==> config.mk <==
export PLATFORM = sky130hd
export DESIGN_NAME = ex_flush_ctrl
export DESIGN_NICKNAME = d
export VERILOG_FILES = /design/src/rtl/ex_flush_ctrl_pkg.sv /design/src/rtl/ex_flush_ctrl_chk.sv /design/src/rtl/ex_flush_ctrl.sv
export SDC_FILE = /design/constraint.sdc
export NUM_CORES = 1
export LEC_CHECK = 0
export CORE_ASPECT_RATIO = 1.25
export CORE_MARGIN = 8
export CORE_UTILIZATION = 35
export DETAILED_ROUTE_END_ITERATION = 8
export GPL_TIMING_DRIVEN = 0
export PLACE_DENSITY = 0.91
export SLEW_MARGIN = 20
export SYNTH_ARGS = -nofsm -noshare
export SYNTH_HDL_FRONTEND = slang
export SYNTH_SLANG_ARGS = --single-unit
==> constraint.sdc <==
create_clock -name clk -period 1.8 [get_ports clk]
set_input_delay 0.18 -clock clk [delete_from_list [all_inputs] [get_ports clk]]
set_output_delay 0.18 -clock clk [all_outputs]
set_load 0.05 [all_outputs]
==> src/rtl/ex_flush_ctrl_pkg.sv <==
// ----------------------------------------------------------------------------
// ex_flush_ctrl_pkg
// Shared types and constants for the commit-side exception/ertn/interrupt
// sequencer (ex_flush_ctrl).
//   - efc_state_e : controller state encoding (IDLE / FLUSH / REDIRECT)
//   - efc_event_t : one selected commit event (what to pulse, where to go)
//   - flush_cnt_init : load value of the flush down-counter
// ----------------------------------------------------------------------------
package ex_flush_ctrl_pkg;

    typedef enum logic [1:0] {
        EFC_IDLE     = 2'd0,
        EFC_FLUSH    = 2'd1,
        EFC_REDIRECT = 2'd2
    } efc_state_e;

    localparam logic [5:0] ECODE_INT_DEFAULT = 6'h00;

    typedef struct packed {
        logic        take;     // an event is accepted this cycle
        logic        is_ex;    // exception or interrupt -> ex_commit
        logic        is_ertn;  // ertn -> ertn_commit
        logic        cancel;   // WB instruction must not retire
        logic [5:0]  ecode;
        logic [31:0] target;   // redirect PC to latch
    } efc_event_t;

    // The counter holds "FLUSH cycles still to go after this one".
    function automatic logic [2:0] flush_cnt_init(input int unsigned cycles);
        flush_cnt_init = 3'(cycles - 32'd1);
    endfunction

endpackage

==> src/rtl/ex_flush_ctrl_chk.sv <==
// ----------------------------------------------------------------------------
// ex_flush_ctrl_chk
// Simulation-only property checker bound beside ex_flush_ctrl.
// Ports: clk/reset, ctrl_busy, the WB event inputs and the commit pulses.
//   - WB must not present an exception or ertn while the controller is busy.
//   - ex_commit and ertn_commit are mutually exclusive and never fire while busy.
// ----------------------------------------------------------------------------
module ex_flush_ctrl_chk (
    input logic clk,
    input logic reset,
    input logic ctrl_busy,
    input logic wb_ex,
    input logic wb_ertn_flush,
    input logic ex_commit,
    input logic ertn_commit
);

    a_no_wb_event_when_busy: assert property (
        @(posedge clk) disable iff (reset)
        ctrl_busy |-> !(wb_ex || wb_ertn_flush)
    ) else $error("ex_flush_ctrl: wb_ex/wb_ertn_flush seen while controller busy");

    a_commit_exclusive: assert property (
        @(posedge clk) disable iff (reset)
        !(ex_commit && ertn_commit)
    ) else $error("ex_flush_ctrl: ex_commit and ertn_commit both high");

    a_no_commit_when_busy: assert property (
        @(posedge clk) disable iff (reset)
        ctrl_busy |-> !(ex_commit || ertn_commit)
    ) else $error("ex_flush_ctrl: commit pulse while controller busy");

endmodule

==> src/rtl/ex_flush_ctrl.sv <==
// ----------------------------------------------------------------------------
// ex_flush_ctrl
// Commit-side sequencer next to WB. In IDLE it picks one event per cycle
// (exception > interrupt > ertn), emits the commit pulse and cancel in the same
// cycle, flushes the pipeline for 1 + FLUSH_CYCLES cycles, then holds a
// redirect request until IF accepts it.
// Parameters: FLUSH_CYCLES (1..7) FLUSH-state length, ECODE_INT interrupt ecode.
// Ports:
//   clk, reset (sync, active-high)
//   ws_commit_valid, wb_ex, wb_ertn_flush, wb_pc, wb_ecode   : WB stage
//   int_pending, csr_eentry, csr_era                          : CSR
//   fs_redirect_ready                                         : IF handshake
//   ws_cancel, ex_commit, ex_commit_ecode, ertn_commit        : commit side
//   flush_all, redirect_valid, redirect_pc, ctrl_busy         : pipeline control
// ----------------------------------------------------------------------------
import ex_flush_ctrl_pkg::*;

module ex_flush_ctrl #(
    parameter int unsigned FLUSH_CYCLES = 1,
    parameter logic [5:0]  ECODE_INT    = ECODE_INT_DEFAULT
) (
    input  logic        clk,
    input  logic        reset,
    input  logic        ws_commit_valid,
    input  logic        wb_ex,
    input  logic        wb_ertn_flush,
    input  logic [31:0] wb_pc,
    input  logic [5:0]  wb_ecode,
    input  logic        int_pending,
    input  logic [31:0] csr_eentry,
    input  logic [31:0] csr_era,
    input  logic        fs_redirect_ready,
    output logic        ws_cancel,
    output logic        ex_commit,
    output logic [5:0]  ex_commit_ecode,
    output logic        ertn_commit,
    output logic        flush_all,
    output logic        redirect_valid,
    output logic [31:0] redirect_pc,
    output logic        ctrl_busy
);

    localparam logic [2:0] FLUSH_LOAD = flush_cnt_init(FLUSH_CYCLES);

    efc_state_e state_r;
    efc_state_e state_nxt_s;
    logic [2:0] cnt_r;
    logic [2:0] cnt_nxt_s;
    logic [31:0] redirect_pc_r;
    efc_event_t evt_s;

    // Event select: only in IDLE and never while reset is asserted.
    // ERA for an interrupt is taken from wb_pc by the CSR block, so wb_pc is
    // not needed here beyond documenting the cancelled instruction.
    always_comb begin
        evt_s = '0;
        if (state_r == EFC_IDLE && !reset) begin
            if (wb_ex) begin
                evt_s.take    = 1'b1;
                evt_s.is_ex   = 1'b1;
                evt_s.cancel  = 1'b1;
                evt_s.ecode   = wb_ecode;
                evt_s.target  = csr_eentry;
            end else if (int_pending && ws_commit_valid) begin
                evt_s.take    = 1'b1;
                evt_s.is_ex   = 1'b1;
                evt_s.cancel  = 1'b1;
                evt_s.ecode   = ECODE_INT;
                evt_s.target  = csr_eentry;
            end else if (wb_ertn_flush) begin
                evt_s.take    = 1'b1;
                evt_s.is_ertn = 1'b1;
                evt_s.target  = csr_era;
            end else begin
                evt_s = '0;
            end
        end else begin
            evt_s = '0;
        end
    end

    // State, flush counter and redirect target registers.
    always_ff @(posedge clk) begin
        if (reset) begin
            state_r       <= EFC_IDLE;
            cnt_r         <= 3'd0;
            redirect_pc_r <= 32'h0000_0000;
        end else begin
            state_r <= state_nxt_s;
            cnt_r   <= cnt_nxt_s;
            if (evt_s.take) begin
                redirect_pc_r <= evt_s.target;
            end else begin
                redirect_pc_r <= redirect_pc_r;
            end
        end
    end

    // Next-state and flush down-counter.
    always_comb begin
        state_nxt_s = state_r;
        cnt_nxt_s   = cnt_r;
        case (state_r)
            EFC_IDLE: begin
                if (evt_s.take) begin
                    state_nxt_s = EFC_FLUSH;
                    cnt_nxt_s   = FLUSH_LOAD;
                end else begin
                    state_nxt_s = EFC_IDLE;
                end
            end
            EFC_FLUSH: begin
                if (cnt_r == 3'd0) begin
                    state_nxt_s = EFC_REDIRECT;
                end else begin
                    cnt_nxt_s = cnt_r - 3'd1;
                end
            end
            EFC_REDIRECT: begin
                if (fs_redirect_ready) begin
                    state_nxt_s = EFC_IDLE;
                end else begin
                    state_nxt_s = EFC_REDIRECT;
                end
            end
            default: begin
                state_nxt_s = EFC_IDLE;
                cnt_nxt_s   = 3'd0;
            end
        endcase
    end

    // Outputs: commit pulses are same-cycle with the event; flush covers the
    // event cycle plus every FLUSH cycle.
    always_comb begin
        ws_cancel       = evt_s.cancel;
        ex_commit       = evt_s.is_ex;
        ertn_commit     = evt_s.is_ertn;
        ex_commit_ecode = evt_s.ecode;
        flush_all       = evt_s.take || (state_r == EFC_FLUSH);
        redirect_valid  = (state_r == EFC_REDIRECT);
        redirect_pc     = redirect_pc_r;
        ctrl_busy       = (state_r != EFC_IDLE);
    end

    ex_flush_ctrl_chk u_chk (
        .clk           (clk),
        .reset         (reset),
        .ctrl_busy     (ctrl_busy),
        .wb_ex         (wb_ex),
        .wb_ertn_flush (wb_ertn_flush),
        .ex_commit     (ex_commit),
        .ertn_commit   (ertn_commit)
    );

endmodule

==> metrics.cfg, run 1 <==
[sta]
setup_viol = 0
tightest_slew_ns = 0.700
period_needed_ns = 1.70
worst_clock_skew_ns = 0.00798
slew_viol_final = 0
holdWs_ns = 0.197
timing.final.hold_violations = 0
finalCritPeriodShare_pct = 94.4
fmax_mhz = 589
rsz0062_at_grt = no
slew_headroom_pct = 53.3
finalSetupTns_ns = 0

[die]
io_pins = 153
fp.dieH_um = 103
dieArea_um2 = 8860
core_um2 = 6050
die_x_um = 85.8
num_rows = 32
start_util_pct = 35.3

[clocking]
cts-root-buf = clkbuf_8
cts_num_sinks = 37
cts_buffers = 5
cts-htree-levels = 2
cts_buffer_depth = 2
cts_hold_buf = 0
cts_tree = yes
clk_latency_ns = 0.29
cts.clk_slew.worst_paths_ns = 0.08

[grt]
grt_max_degree = 13
grt_pass1_wl_mm = 12.3
grt_use_total_pct = 17.3
overflow = 0
grt_pass1_vias = 2492
antenna_found_initial = 0

[place]
postPlaceCellArea_um2 = 3440
dp_hpwl_mm = 6.10
placement.io_buffers = 118
gp_congestion = 0.787

[final_layout]
final_cell_area_um2 = 3570
seq_area_um2 = 743
multi_input_area_um2 = 1190
num_antenna_cells = 0
finalNetCount = 474
drive_gt1_share_pct = 20.3
area_growth_pct = 67.2
fillers = 542

[synth]
synth-seq-cells = 37
synth_area_per_cell_um2 = 8.89
synth_top_cell_area_share_pct = 34.7
yosysWarningCount = 0
yosys.area.top_type = dfxtp_1
synth_area_leaders = dfxtp_1, a311oi_2, a21oi_1
syn-num-nets = 351
syn_area_um2 = 2130
synthDistinctLibCells = 27
synthesis.instances = 240
seq_area_frac_synth_pct = 34.7

[min_path]
min_path_type = primary input to flop

[power]
irDropWorstVdd_mv = 0.480
powerDensity_nw_per_um2 = 992
leakagePower_uw = 0.00131

[flow_run]
cap_viol_max_count = 0

[critical_path]
cp.arrival_ns = 1.52
cp-end-kind = output port
crit_fanout = 10
path_class = flop to output port
critPathRequiredTime_ns = 1.62
cp-start-kind = flop

[drt]
detail-route-antenna-nets = 0
drt_iter0_drc = 44
wl_per_cell_um = 17.1
wl_mm = 7.69
dr_total_vias = 2318
drt-pass1-iter-count = 4
viasPerCell = 5.16
route.detailed.drc = 0

[outcome]
status = completed

==> layout make-up <==
class | count | share of cell area (%)
Clock inverter | 3 | 1.82
Timing Repair Buffer | 119 | 32.5
Buffer | 32 | 6.24
Sequential cell | 37 | 20.8
Inverter | 4 | 0.421
Tap cell | 85 | 2.98
Multi-Input combinational cell | 164 | 33.3
Clock buffer | 5 | 1.93
==> critical path, stage by stage, from the launching register on <==
cell,delay (ns)
dfxtp_2,0.36
nor3_4,0.28
buf_8,0.16
and3_1,0.16
buf_4,0.10
buf_4,0.18
==> synth_stat cells <==
| cell type | number |
|---|---|
| nor3_4 | 1 |
| nand2b_1 | 4 |
| nand2_1 | 32 |
| and3_1 | 7 |
| mux2_1 | 2 |
| a311oi_2 | 30 |
| a21oi_1 | 34 |
| buf_2 | 3 |
| nor2_1 | 3 |
| a21oi_2 | 1 |
| nand3_1 | 34 |
| nor2b_1 | 1 |
| a22oi_1 | 1 |
| nor3_1 | 3 |
| a211o_1 | 2 |
| and2_4 | 1 |
| a311oi_1 | 2 |
| inv_1 | 4 |
| a21o_1 | 1 |
| dfxtp_1 | 37 |
| buf_4 | 8 |
| a2111oi_0 | 1 |
| xnor2_1 | 1 |
| clkbuf_1 | 18 |
| ha_1 | 2 |
| buf_6 | 6 |
| or2_1 | 1 |
==> cells by family (layout without fill, tap and decap cells) <==
logic type               Yosys count  in the layout  share of synthesized area, %
AO/OA/AOI/OAI                     72             72                          32.3
XOR/XNOR                           1              1                         0.411
multiplexers                       2              2                          1.06
buffers and inverters             39            163                          10.6
adder cells (fa/ha/maj)            2              2                          1.17
AND/OR/NAND/NOR                   87             87                          19.8
flip-flops                        37             37                          34.7
==> path summary, 6_finish.rpt <==
path / cells past startpoint / to / slack (ns) / from
max: 5 / ex_commit_ecode[2] / 0.10 / state_r[1]
min: 3 / redirect_pc[3] / 0.20 / wb_ertn_flush
max reg2reg: 5 / redirect_pc[29] / 0.17 / state_r[1]
min reg2reg: 1 / state_r[0] / 0.52 / state_r[1]
==> where the power goes <==
part / internal (uW) / switching (uW)
Sequential: 946 / 83.2
Clock: 551 / 315
Combinational: 659 / 986
==> routing by layer <==
| metal | share of wire (%) | wire, um | vias up | global-route usage [%] |
|---|---|---|---|---|
| li1 | - | - | 1122 | - |
| met2 | 53 | 4040 | 89 | 31.6 |
| met1 | 39 | 3030 | 1095 | 18.7 |
| met3 | 5.5 | 422 | 12 | 4.19 |
| met4 | 2.4 | 187 | 0 | 7.57 |
| met5 | 0 | 0 | - | 0 |
==> stage by stage <==
stage          setup WS [ns]  util [%]  std cells  total power [uW]
5_1_grt               0.0232      59.0        449              3700
4_1_cts               0.0181      59.0        452              3560
3_5_place_dp          -0.846      56.8        443              2700
6_report               0.101      59.0        449              3540
2_1_floorplan         0.0288         -        240              2110
3_3_place_gp          -0.834      56.8        443              2660
==> registers in the layout, summed over array words and instances (netlist names) <==
signal and cells:
state_r 2, redirect_pc 32, cnt_r 3
==> layout by cell type (no fill, tap or decap), types with 2 or more instances in the layout <==
cell type,n
and3_1,7
clkbuf_1,14
inv_1,4
a311oi_1,2
ha_1,2
a311oi_2,30
clkbuf_8,6
clkdlybuf4s50_1,103
a211o_1,2
a21oi_1,34
buf_4,15
nand2b_1,4
dfxtp_2,2
dlygate4sd2_1,4
mux2_1,2
buf_2,2
dfxtp_1,35
nor3_4,2
buf_6,8
bufinv_16,2
nor3_1,2
nand2_1,32
nor2_1,3
nand3_1,34
==> timing repair <==
item / 4_1_cts / 5_1_grt
endpoints found under the hold margin: 0 / 0
pin swaps: 1 / 1
resized for setup: 70 / 8
setup endpoints to repair: 15 / 16
setup buffers: 1 / 0
(Power assumes the default switching activity.)
==> inputs of run 2 (changes only) <==
- CORE_UTILIZATION: 35 -> 36
- CTS_BUF_LIST: default -> sky130_fd_sc_hd__clkbuf_8
- PLACE_DENSITY: 0.91 -> default
- PLACE_DENSITY_LB_ADDON: default -> 0.2
- SKIP_LAST_GASP: default -> 1
==> metrics.cfg, run 2 (same netlist as run 1, synthesis figures left out) <==
[critical_path]
r2r_start = state_r[1]
cp-start-kind = flop
crit_fanout = 10  ; unchanged
critPathRequiredTime_ns = 1.62  ; about the same
regToRegSetupSlack_ns = 0.13  ; -0.04 ns
path_class = flop to output port
ff2ff_path_depth = 6  ; +1
cp-end-kind = output port
cp.arrival_ns = 1.51  ; about the same
crit-reg2reg-capture = redirect_pc[31]

[drt]
wl_per_cell_um = 16.8  ; -1.9%
detail-route-antenna-nets = 0  ; unchanged
route.detailed.drc = 0  ; unchanged
dr_total_vias = 2269  ; -2.1%
viasPerCell = 5.25  ; +1.7%
drt-pass1-iter-count = 4  ; unchanged
wl_mm = 7.25  ; -5.7%
drt_iter0_drc = 64  ; +45%

[clocking]
cts-root-buf = clkbuf_8
cts_tree = yes
cts_buffer_depth = 2  ; unchanged
cts.clk_slew.worst_paths_ns = 0.07  ; about the same
cts-htree-levels = 2  ; unchanged
cts_num_sinks = 37  ; unchanged
clk_latency_ns = 0.29  ; about the same
cts_buffers = 5  ; unchanged
cts_hold_buf = 0  ; unchanged

[power]
combPwrFrac_pct = 50.3  ; +3.8 points
pwr-share-clk_pct = 18.1  ; -6.4 points
irDropWorstVdd_mv = 0.410  ; -15%
total_power_uw = 3260  ; -8.0%
powerDensity_nw_per_um2 = 923  ; -7.0%
power_frac_seq_pct = 31.5  ; +2.4 points
power_switching_uw = 1340  ; -2.9%
internal_power_uw = 1910  ; -11%
swShare_pct = 41.3  ; +2.2 points
leakagePower_uw = 0.00131  ; -0.24%

[place]
gp_congestion = 0.758  ; -3.6%
postPlaceCellArea_um2 = 3410  ; -0.69%
placement.io_buffers = 118  ; unchanged
post-place-ws_ns = -0.910  ; -0.0642 ns
dp_hpwl_mm = 5.62  ; -7.8%

[die]
core_um2 = 5780  ; -4.4%
num_rows = 31  ; -3.1%
start_util_pct = 36.9  ; +1.6 points
io_pins = 153  ; unchanged
dieArea_um2 = 8660  ; -2.3%
die_x_um = 84.9  ; -1.1%
fp.dieH_um = 102  ; -1.2%

[final_layout]
drive_gt1_share_pct = 20.2  ; -0.11 points
final_util_pct = 61.0  ; +2.0 points
largest_reg_flops = 32  ; unchanged
seq_area_um2 = 743  ; unchanged
num_antenna_cells = 0  ; unchanged
final_cell_mix = clkdlybuf4s50_1, dfxtp_1, nand3_1, a21oi_1, nand2_1
multi_input_area_um2 = 1190  ; unchanged
area_growth_pct = 65.3
fillers = 526  ; -3.0%
finalNetCount = 477  ; +0.63%
final_cell_area_um2 = 3530  ; -1.1%
final_common_cell = clkdlybuf4s50_1

[min_path]
min_path_type = primary input to flop
holdPathEnd = redirect_pc[2]
holdPathStages = 3  ; unchanged
min_from = wb_ertn_flush

[grt]
grt_pass1_vias = 2401  ; -3.7%
overflow = 0  ; unchanged
grt_use_total_pct = 16.8  ; -0.52 points
grt_max_degree = 11  ; -2
grt_pass1_wl_mm = 11.7  ; -4.5%
antenna_found_initial = 0  ; unchanged

[sta]
timing.final.hold_violations = 0  ; unchanged
finalCritPeriodShare_pct = 93.7  ; -0.67 points
slew_viol_final = 0  ; unchanged
finalWorstSetupSlack_ns = 0.113  ; +0.0121 ns
period_needed_ns = 1.69  ; -0.0121 ns
tightest_slew_ns = 0.725  ; +0.0247 ns
slew_headroom_pct = 51.7  ; -1.6 points
setup_viol = 0  ; unchanged
fmax_mhz = 593  ; +0.72%
worst_clock_skew_ns = 0.00390  ; -0.00408 ns
finalSetupTns_ns = 0  ; unchanged
rsz0062_at_grt = no

[outcome]
status = completed

[flow_run]
cap_viol_max_count = 0  ; unchanged

-- run 2: worst max-delay path: stages, from the launching register on --
cell and delay [ns]:
dfxtp_2 0.36, nor3_4 0.27, buf_8 0.16, and3_1 0.16
buf_4 0.10, buf_4 0.18
-- run 2: metal layers --
| layer | vias to the layer above | GRT usage (%) | part of all wire, % |
|---|---|---|---|
| met3 | 9 | 4.91 | 6.1 |
| li1 | 1126 | - | - |
| met4 | 0 | 5.77 | 1.6 |
| met2 | 79 | 29.8 | 51 |
| met1 | 1055 | 18.9 | 41 |
| met5 | - | 0 | 0 |
-- run 2: timing repair --
action | 4_1_cts | 5_1_grt
resized for setup | 70 | 11
hold endpoints to repair | 0 | 0
setup buffers | 2 | 0
pin swaps | 2 | 0
setup endpoints to repair | 22 | 12
-- run 2: worst max-delay path by stage --
stage	slack, ns	end	cells past startpoint	startpoint
3_5_place_dp	-0.91	ertn_commit	5	ws_commit_valid
3_3_place_gp	-0.93	ertn_commit	5	ws_commit_valid
2_1_floorplan	0.03	ws_cancel	4	state_r[0]
6_report	0.11	ex_commit_ecode[3]	5	state_r[1]
4_1_cts	0.02	ex_commit_ecode[3]	6	state_r[0]
5_1_grt	0.005	ex_commit_ecode[3]	5	state_r[1]
-- run 2: layout make-up --
cell class,count,area share [%]
inverter,4,0.426
tap,66,2.34
buffer,34,6.56
sequential,37,21.1
multi-input combinational,164,33.6
timing repair buffer,120,33.5
clock inverter,1,0.106
clock buffer,6,2.34
-- run 2: power groups by stage --
stage	clock [uW]	combinational (uW)	sequential, uW
after global placement	0	1640	1020
after global routing	633	1740	1040
after detailed placement	0	1660	1030
after CTS	598	1660	1010
final	590	1640	1030
after floorplan	0	720	1390
-- run 2: per-stage QoR --
step	hold slack (ns)	instances
floorplan	0.343	240
global placement	0.485	424
detailed placement	0.492	424
CTS	0.187	433
global route	0.196	432
finish	0.197	432
==> inputs of run 3 (changes only) <==
- ABC_CLOCK_PERIOD_IN_PS: default -> 1800
- PLACE_DENSITY: default -> 0.83
- PLACE_DENSITY_LB_ADDON: 0.2 -> default
==> metrics.cfg, run 3 (same netlist as run 1, synthesis figures left out) <==
[final_layout]
seq_area_um2 = 741  ; -0.34%
finalNetCount = 475  ; -0.42%
drive_gt1_share_pct = 20.3  ; +0.055 points
final_common_cell = clkdlybuf4s50_1
area_growth_pct = 64.3
final_cell_mix = clkdlybuf4s50_1, dfxtp_1, nand3_1, a21oi_1, nand2_1
largest_reg_flops = 32  ; unchanged
final_cell_area_um2 = 3510  ; -0.60%
layoutNonFillerInstCount = 431  ; -0.23%
fillers = 539  ; +2.5%
num_antenna_cells = 0  ; unchanged
multi_input_area_um2 = 1190  ; unchanged

[critical_path]
crit_path_top_delay_cell = dfxtp_1
path_class = flop to output port
worstSetupStartpoint = state_r[0]
regToRegSetupSlack_ns = 0.16  ; +0.03 ns
cpPeakStageDelay_ns = 0.30  ; -0.06 ns
cp-start-kind = flop
cp.arrival_ns = 1.55  ; +0.04 ns
crit_top_cell = buf_4
critPathCapture = ex_commit_ecode[4]
cp-end-kind = output port
crit-reg2reg-capture = redirect_pc[4]
ff2ff_path_depth = 6  ; unchanged
r2r_start = state_r[0]
critPathRequiredTime_ns = 1.62  ; about the same
crit_fanout = 10  ; unchanged
crit_chain = buf_2 > nor3_4 > buf_8 > and3_1 > buf_4 > buf_4

[min_path]
min_path_type = primary input to flop

[sta]
rsz0062_at_grt = yes
fmax_mhz = 579  ; -2.4%
slew_viol_final = 0  ; unchanged
holdWs_ns = 0.186  ; -0.0115 ns
slew_headroom_pct = 64.0  ; +12 points
tightest_slew_ns = 0.539  ; -0.186 ns
worst_clock_skew_ns = 0.00435  ; +0.000455 ns
finalCritPeriodShare_pct = 96.0  ; +2.3 points
period_needed_ns = 1.73  ; +0.0416 ns
timing.final.hold_violations = 0  ; unchanged
setup_viol = 0  ; unchanged

[drt]
dr_total_vias = 2297  ; +1.2%
drt-pass1-iter-count = 4  ; unchanged
route.detailed.drc = 0  ; unchanged
detail-route-antenna-nets = 0  ; unchanged
drt_iter0_drc = 67  ; +4.7%
wl_mm = 7.44  ; +2.7%
viasPerCell = 5.33  ; +1.5%
wl_per_cell_um = 17.3  ; +2.9%

[clocking]
cts_buffers = 5  ; unchanged
cts_buffer_depth = 2  ; unchanged
cts-htree-levels = 2  ; unchanged
clk_latency_ns = 0.29  ; about the same
cts_num_sinks = 37  ; unchanged
cts.clk_slew.worst_paths_ns = 0.07  ; about the same
cts-root-buf = clkbuf_8
cts_hold_buf = 0  ; unchanged
cts_tree = yes

[grt]
grt_max_degree = 12  ; +1
grt_pass1_wl_mm = 12.3  ; +4.9%
met2_usage_pct = 30.8  ; +1.1 points
grt_use_total_pct = 17.6  ; +0.81 points
grt_use_met1_pct = 19.6  ; +0.75 points
antenna_found_initial = 0  ; unchanged
gr-usage-met3_pct = 4.67  ; -0.24 points
overflow = 0  ; unchanged
top_usage_layer = met2
grt_pass1_vias = 2494  ; +3.9%

[flow_run]
cap_viol_max_count = 0  ; unchanged

[power]
pwr-share-clk_pct = 17.3  ; -0.8 points
leakagePower_uw = 0.00131  ; +0.32%
irDropWorstVdd_mv = 0.368  ; -10%
swShare_pct = 42.0  ; +0.75 points
combPwrFrac_pct = 51.3  ; +1.0 points
power_switching_uw = 1350  ; +0.67%
power_frac_seq_pct = 31.4  ; about the same
internal_power_uw = 1870  ; -2.4%
powerDensity_nw_per_um2 = 918  ; -0.54%

[die]
num_rows = 31  ; unchanged
fp.dieH_um = 102  ; unchanged
core_um2 = 5780  ; unchanged
die_x_um = 84.9  ; unchanged
dieArea_um2 = 8660  ; unchanged
start_util_pct = 36.9  ; unchanged
io_pins = 153  ; unchanged

[place]
dp.cells = 424  ; unchanged
dp_hpwl_mm = 5.74  ; +2.1%
postPlaceCellArea_um2 = 3410  ; unchanged
placement.io_buffers = 118  ; unchanged
gp_congestion = 0.772  ; +1.8%

[outcome]
status = completed

[run 3: stage by stage]
step	setup TNS [ns]	util [%]	total power (uW)	setup slack, ns
global placement	-13.53	59.0	2660	-0.848
detailed placement	-14.31	59.0	2690	-0.845
global route	-0.00776	60.7	3390	-0.00776
floorplan	0	-	2110	0.0288
finish	0	60.7	3220	0.0716
CTS	-0.0877	60.6	3260	-0.0848
[run 3: worst min-delay path by stage]
stage                  startpoint             end  slack (ns)  cells past startpoint
floorplan           csr_eentry[2]  redirect_pc[2]        0.34                      2
global placement    wb_ertn_flush  redirect_pc[2]        0.48                      3
detailed placement  wb_ertn_flush  redirect_pc[2]        0.49                      3
CTS                 wb_ertn_flush  redirect_pc[2]        0.17                      3
global route        wb_ertn_flush  redirect_pc[3]        0.19                      3
finish              wb_ertn_flush  redirect_pc[3]        0.19                      3
[run 3: power by group through the flow]
| stage | combinational (uW) | sequential, uW | clock (uW) |
|---|---|---|---|
| global route | 1760 | 1030 | 613 |
| finish | 1650 | 1010 | 558 |
| detailed placement | 1660 | 1030 | 0 |
| global placement | 1640 | 1020 | 0 |
| floorplan | 720 | 1390 | 0 |
| CTS | 1660 | 1010 | 584 |
[run 3: cell type report]
class | count | share of cell area [%]
plain buffers | 33 | 6.64
well taps | 66 | 2.36
clock inverters | 3 | 0.393
multi-input cells | 164 | 33.8
clock buffers | 5 | 1.96
inverters | 4 | 0.428
repair buffers | 119 | 33.3
flip-flops and latches | 37 | 21.1
[run 3: timing repair]
action                     in CTS  in global routing
hold endpoints to repair        0                  0
setup buffers                   1                  0
gates resized for setup        71                 10
setup endpoints to repair      12                 30
pin swaps                       0                  1
[run 3: per-layer routing]
metal | routed length, um | share of wire [%] | vias up
li1 | - | - | 1126
met1 | 3040 | 41 | 1069
met5 | 0 | 0 | -
met2 | 3770 | 51 | 90
met3 | 485 | 6.5 | 12
met4 | 148 | 2.0 | 0
[run 3: critical path, delay by kind of cell (launching register included)]
kind / cells / cell delay (ns)
simple gates: 2 / 0.35
buf+inv: 4 / 0.61
flops: 1 / 0.30
